`config.mk`:
```
export PLATFORM = sky130hd
export DESIGN_NAME = alu_issue
export DESIGN_NICKNAME = d
export VERILOG_FILES = /design/src/rtl/alu_issue.sv
export SDC_FILE = /design/constraint.sdc
export NUM_CORES = 1
export LEC_CHECK = 0
export ABC_AREA = 0
export CORE_AREA = 10 10 100 138
export DETAILED_ROUTE_END_ITERATION = 8
export DIE_AREA = 0 0 110 148
export GPL_ROUTABILITY_DRIVEN = 0
export PLACE_DENSITY_LB_ADDON = 0.08
export SYNTH_ARGS = -nofsm -noshare
export SYNTH_HDL_FRONTEND = slang
export SYNTH_SLANG_ARGS = --single-unit
```
`constraint.sdc`:
```
create_clock -name CLK -period 3.5 [get_ports CLK]
set_clock_uncertainty 0.15 [all_clocks]
set_input_delay 0.7 -clock CLK [delete_from_list [all_inputs] [get_ports CLK]]
set_output_delay 0.7 -clock CLK [all_outputs]
set_load 0.05 [all_outputs]
```
`src/rtl/alu_issue.sv`:
```
// ---------------------------------------------------------------------------
// alu_issue
//
// Single-entry issue wrapper around a combinational ALU. One operation is in
// flight at a time. The operation is latched from the requester, presented to
// the ALU for one cycle, and the ALU result and flags are captured and held
// until the consumer takes them.
//
// Ports
//   CLK, RST            clock, synchronous active-high reset
//   req_valid/req_ready request handshake
//   req_op/req_a/req_b  operation code and operands from the requester
//   aluop/alu_a/alu_b   operation and operands driven to the ALU
//   alu_out, alu_*      ALU result and flags (negative, overflow, zero)
//   resp_valid/ready    response handshake
//   resp_out, resp_*    captured result and flags
//   perf_cnt            completed responses, saturating at all-ones
//   ovf_trap, trap_clr  sticky overflow trap and its clear (only when
//                       ALU_OVF_TRAP_EN is defined)
//
// Optional feature macro: ALU_OVF_TRAP_EN
//
// Opcode values follow the cpu_types_pkg aluop_t encoding; only ADD and SUB
// are needed here, for the trap.
// ---------------------------------------------------------------------------
module alu_issue #(
  parameter int CNT_W = 16
) (
  input  logic             CLK,
  input  logic             RST,
  input  logic             req_valid,
  output logic             req_ready,
  input  logic [3:0]       req_op,
  input  logic [31:0]      req_a,
  input  logic [31:0]      req_b,
  output logic [3:0]       aluop,
  output logic [31:0]      alu_a,
  output logic [31:0]      alu_b,
  input  logic [31:0]      alu_out,
  input  logic             alu_negative,
  input  logic             alu_overflow,
  input  logic             alu_zero,
  output logic             resp_valid,
  input  logic             resp_ready,
  output logic [31:0]      resp_out,
  output logic             resp_negative,
  output logic             resp_overflow,
  output logic             resp_zero,
  output logic [CNT_W-1:0] perf_cnt
`ifdef ALU_OVF_TRAP_EN
  ,
  output logic             ovf_trap,
  input  logic             trap_clr
`endif
);

  // state | meaning
  // ------+--------------------------------------------------------------
  // IDLE  | ready for a request; ALU still sees the last operation
  // EXEC  | operand registers drive the ALU; result captured at cycle end
  // RESP  | response held valid until resp_ready

  typedef enum logic [1:0] {
    ST_IDLE = 2'd0,
    ST_EXEC = 2'd1,
    ST_RESP = 2'd2
  } state_t;

`ifdef ALU_OVF_TRAP_EN
  localparam logic [3:0] ALU_ADD = 4'b0010;
  localparam logic [3:0] ALU_SUB = 4'b0011;
`endif

  state_t state_q, state_d;

  logic [3:0]       op_q, op_d;
  logic [31:0]      a_q, a_d;
  logic [31:0]      b_q, b_d;
  logic [31:0]      res_q, res_d;
  logic             neg_q, neg_d;
  logic             ovf_q, ovf_d;
  logic             zero_q, zero_d;
  logic [CNT_W-1:0] perf_q, perf_d;
`ifdef ALU_OVF_TRAP_EN
  logic             trap_q, trap_d;
`endif

  // Control strobes from the output process.
  logic accept;
  logic capture;
  logic complete;

  // -------------------------------------------------------------------------
  // State register
  // -------------------------------------------------------------------------
  always_ff @(posedge CLK) begin
    if (RST) begin
      state_q <= ST_IDLE;
    end else begin
      state_q <= state_d;
    end
  end

  // -------------------------------------------------------------------------
  // Next-state logic
  // -------------------------------------------------------------------------
  always_comb begin
    state_d = state_q;
    case (state_q)
      ST_IDLE: if (req_valid) state_d = ST_EXEC;
      ST_EXEC: state_d = ST_RESP;
      ST_RESP: if (resp_ready) state_d = ST_IDLE;
      default: state_d = ST_IDLE;
    endcase
  end

  // -------------------------------------------------------------------------
  // FSM outputs
  // -------------------------------------------------------------------------
  always_comb begin
    req_ready  = 1'b0;
    resp_valid = 1'b0;
    accept     = 1'b0;
    capture    = 1'b0;
    complete   = 1'b0;
    case (state_q)
      ST_IDLE: begin
        req_ready = 1'b1;
        accept    = req_valid;
      end
      ST_EXEC: begin
        capture = 1'b1;
      end
      ST_RESP: begin
        resp_valid = 1'b1;
        complete   = resp_ready;
      end
      default: begin
        req_ready = 1'b0;
      end
    endcase
  end

  // -------------------------------------------------------------------------
  // Datapath next values
  // -------------------------------------------------------------------------
  always_comb begin
    op_d   = op_q;
    a_d    = a_q;
    b_d    = b_q;
    res_d  = res_q;
    neg_d  = neg_q;
    ovf_d  = ovf_q;
    zero_d = zero_q;
    perf_d = perf_q;

    if (accept) begin
      op_d = req_op;
      a_d  = req_a;
      b_d  = req_b;
    end

    // Flags are taken from the ALU as-is, never recomputed here.
    if (capture) begin
      res_d  = alu_out;
      neg_d  = alu_negative;
      ovf_d  = alu_overflow;
      zero_d = alu_zero;
    end

    // Saturate instead of wrapping so a long run never reads as a short one.
    if (complete && (perf_q != {CNT_W{1'b1}})) begin
      perf_d = perf_q + CNT_W'(1);
    end
  end

`ifdef ALU_OVF_TRAP_EN
  // Set has priority over clear so an overflow in the clearing cycle is kept.
  always_comb begin
    trap_d = trap_q;
    if (trap_clr) begin
      trap_d = 1'b0;
    end
    if (capture && alu_overflow && ((op_q == ALU_ADD) || (op_q == ALU_SUB))) begin
      trap_d = 1'b1;
    end
  end
`endif

  // -------------------------------------------------------------------------
  // Datapath registers
  // -------------------------------------------------------------------------
  always_ff @(posedge CLK) begin
    if (RST) begin
      op_q   <= 4'd0;
      a_q    <= 32'd0;
      b_q    <= 32'd0;
      res_q  <= 32'd0;
      neg_q  <= 1'b0;
      ovf_q  <= 1'b0;
      zero_q <= 1'b0;
      perf_q <= '0;
    end else begin
      op_q   <= op_d;
      a_q    <= a_d;
      b_q    <= b_d;
      res_q  <= res_d;
      neg_q  <= neg_d;
      ovf_q  <= ovf_d;
      zero_q <= zero_d;
      perf_q <= perf_d;
    end
  end

`ifdef ALU_OVF_TRAP_EN
  always_ff @(posedge CLK) begin
    if (RST) begin
      trap_q <= 1'b0;
    end else begin
      trap_q <= trap_d;
    end
  end

  assign ovf_trap = trap_q;
`endif

  // The ALU only ever sees the operand registers, so it holds the last
  // operation while idle and never glitches with req_* activity.
  assign aluop         = op_q;
  assign alu_a         = a_q;
  assign alu_b         = b_q;
  assign resp_out      = res_q;
  assign resp_negative = neg_q;
  assign resp_overflow = ovf_q;
  assign resp_zero     = zero_q;
  assign perf_cnt      = perf_q;

endmodule

```
==> reports/qor.txt <==
Outcome: finished, final reports clean
Cell types with the largest area share after synthesis: sky130_fd_sc_hd__dfxtp_1 55%, sky130_fd_sc_hd__nand2_1 18%, sky130_fd_sc_hd__a21oi_1 13%
Average size of a mapped cell: 8.00 um^2
Ports placed on the boundary: 228
RSZ-0062 raised after global routing: no
Highest Clock Rate: 362 MHz
# diodes: 0
Fraction of layout cells with a size suffix above 1: 0.0577
Area of the die: 0.0163 mm^2
Maximum number of pins on one net before global-route repair: 78
CORE AREA: 0.0112 mm^2
Yosys warnings: 0
P_leak: 2.68 nW
Number of flops mapped to enable cells by yosys: 0
Number of sinks on the clock net: 121
Vias post-DR: 4516
Category of the worst setup path capture point: output port
Detailed Place HPWL: 11200 um
Placed insts: 892
Critical path class: flop to output port
Number of antenna violations at the first check in global routing: 0
Comb pwr share: 0.179
Area leader, netlist: sky130_fd_sc_hd__dfxtp_1
Net switching power: 0.00111 W
Power density over cell area: 537 mW/mm^2
Worst hold slack: 301 ps
Post-Place Setup Slack: 797 ps
Crit Path Max Fanout: 6
Number of buffers created by CTS: 17
Cells after Synth: 553
Overall routed net length: 15100 um
Routed wirelength normalized by instance count: 16.3 um
Clock tree from TritonCTS: done
Number of filler instances in the final layout: 979
Synthesis-to-layout area growth: 67.5%
Number of maximum-capacitance constraint violations: 0
Wire length of the first global-routing pass: 23100 um
Async SR Flop Fraction: 0
Sequential share of power: 0.374
Remaining Overflow, GRT: 0
# setup viols final: 0
Final worst path period share: 0.790
Switching Fraction: 0.279
Critical Path RT: 2650 ps
Post-synth net total: 661
Final critical delay including setup and external delays: 2770 ps
VDD IR max: 386 uV
Mapped Area: 0.00443 mm^2
Std cell rows: 46
Post-synthesis sequential area ratio: 0.547
Total of hold buffers inserted after clock tree synthesis: 0
Total DRC errors in the routed layout: 0
Final-stage net count: 875
Post-CTS setup buffer count: 0
Dominant synthesized flop cell: sky130_fd_sc_hd__dfxtp_1
Type of element launching the critical path: flop
Remaining number of nets flagged by the antenna check after routing: 0
Portion of total power attributed to the clock network: 0.448
Vias per inst: 4.89
Floorplan die height: 148 um
Die X-Extent: 110 um
Post-layout worst setup margin: 734 ps
Number of global-route vias before repair: 4441
Sequential cell area: 0.00242 mm^2
Unique cell type count in the Yosys netlist: 34
Final instance count without filler cells: 924
IO Port Bufs: 227
Worst skew pair latency: 400 ps
Class of the most critical hold timing path: flop to flop
Clock edge transition at the registers on the reported setup and hold paths: 50 ps
Deepest clock path buffer count: 2
Internal: 0.00287 W
Initial core utilization: 0.394
Area of the multi-input gates: 0.00186 mm^2
Hold violation total from the final report: 0
Post-cts repair resize count: 0
Worst Max-Slew Pin Slew: 1150 ps
Count of state elements after synthesis: 121
Portion of synthesized cell area occupied by the leading cell type: 0.547
CP arrival: 1920 ps
Detailed router's first-iteration violation count: 165
Worst slew margin relative to its limit: 0.232
Pre-Repair DR Iteration Count: 5
Total count of max-transition violations in the final report: 0
GR Util All Layers: 0.182
Root buffer selected by CTS: sky130_fd_sc_hd__clkbuf_16
Setup TNS: 0 ps
H-tree Lvls: 4
==> state kept, by name, indices dropped and copies added, names as in the netlist <==
name / cells
alu_a: 32
alu_b: 32
aluop: 4
perf_cnt: 16
resp_negative: 1
resp_out: 32
resp_overflow: 1
resp_zero: 1
state_q: 2
==> layout by cell type, fill, tap and decap left out, types with 4 or more instances in the layout <==
| cell type | instances |
|---|---|
| sky130_fd_sc_hd__a21oi_1 | 115 |
| sky130_fd_sc_hd__buf_4 | 4 |
| sky130_fd_sc_hd__clkbuf_16 | 17 |
| sky130_fd_sc_hd__clkdlybuf4s50_1 | 226 |
| sky130_fd_sc_hd__clkinv_4 | 4 |
| sky130_fd_sc_hd__dfxtp_1 | 121 |
| sky130_fd_sc_hd__nand2_1 | 208 |
| sky130_fd_sc_hd__nand2b_1 | 5 |
| sky130_fd_sc_hd__nand3_1 | 4 |
| sky130_fd_sc_hd__nand4_1 | 6 |
| sky130_fd_sc_hd__nor2_1 | 7 |
| sky130_fd_sc_hd__o31ai_1 | 6 |
| sky130_fd_sc_hd__or4_1 | 6 |
==> path summary, 6_finish.rpt <==
path	from	end	slack [ps]	cells after the start
worst max-delay path	state_q[1]$_SDFFE_PP0P_	resp_valid	730	2
worst min-delay path	alu_a[1]$_SDFFE_PP0P_	alu_a[1]$_SDFFE_PP0P_	300	2
worst max register to register	perf_cnt[8]$_SDFFE_PP0P_	perf_cnt[13]$_SDFFE_PP0P_	1420	4
worst min register to register	alu_a[1]$_SDFFE_PP0P_	alu_a[1]$_SDFFE_PP0P_	300	2
==> routing by layer <==
layer | vias up | routed length, um | track usage | share of wire
met5 | - | 0 | 0 | 0
met4 | 0 | 301 | 0.0770 | 0.020
met3 | 24 | 1850 | 0.0962 | 0.12
met2 | 176 | 7720 | 0.306 | 0.51
met1 | 2048 | 5190 | 0.180 | 0.34
li1 | 2268 | - | - | -
==> power by group through the flow <==
stage / logic, W / clock network, W / registers, W
global route: 0.000755 / 0.00188 / 0.00150
detailed placement: 0.000716 / 0 / 0.00152
CTS: 0.000719 / 0.00182 / 0.00149
finish: 0.000711 / 0.00178 / 0.00149
floorplan: 0.000157 / 0 / 0.00176
global placement: 0.000710 / 0 / 0.00151
==> cell type report <==
type,count,area share
clock buffer,19,0.0597
tap,144,0.0243
multi-input combinational,392,0.250
timing repair buffer,232,0.315
inverter,3,0.00152
clock inverter,13,0.0229
sequential,121,0.327
==> cell usage after synthesis, drive strengths merged (2+ instances only) <==
master and n:
nand2 209, nand3 4, nand2b 5, o21ai 3, nand4 6, dfxtp 121
a21oi 115, clkbuf 31, buf 6, nor2 7, or4 6, nor4 2
mux2 2, or3 2, nor3 3, a211oi 2, inv 3, and2 4
nor2b 3, o31ai 6, mux2i 3
==> cells by family after synthesis <==
kind of cell	after synthesis	share of synthesized area
AND/OR/NAND/NOR	257	0.249
buffers and inverters	40	0.0345
adder cells (fa/ha/maj)	1	0.00283
multiplexers	5	0.0119
flip-flops	121	0.547
AO/OA/AOI/OAI	129	0.155
==> worst max-delay path: stages (launching register included) <==
cell and delay, ps:
sky130_fd_sc_hd__dfxtp_1 440, sky130_fd_sc_hd__nor2b_1 200, sky130_fd_sc_hd__clkdlybuf4s50_1 860
==> stage by stage <==
step	util	cell area [um^2]	total power (W)
floorplan	-	4430	0.00192
global placement	0.606	6800	0.00222
detailed placement	0.606	6800	0.00223
CTS	0.661	7410	0.00402
global route	0.661	7410	0.00413
finish	0.661	7410	0.00398
(Power assumes the default switching activity.)
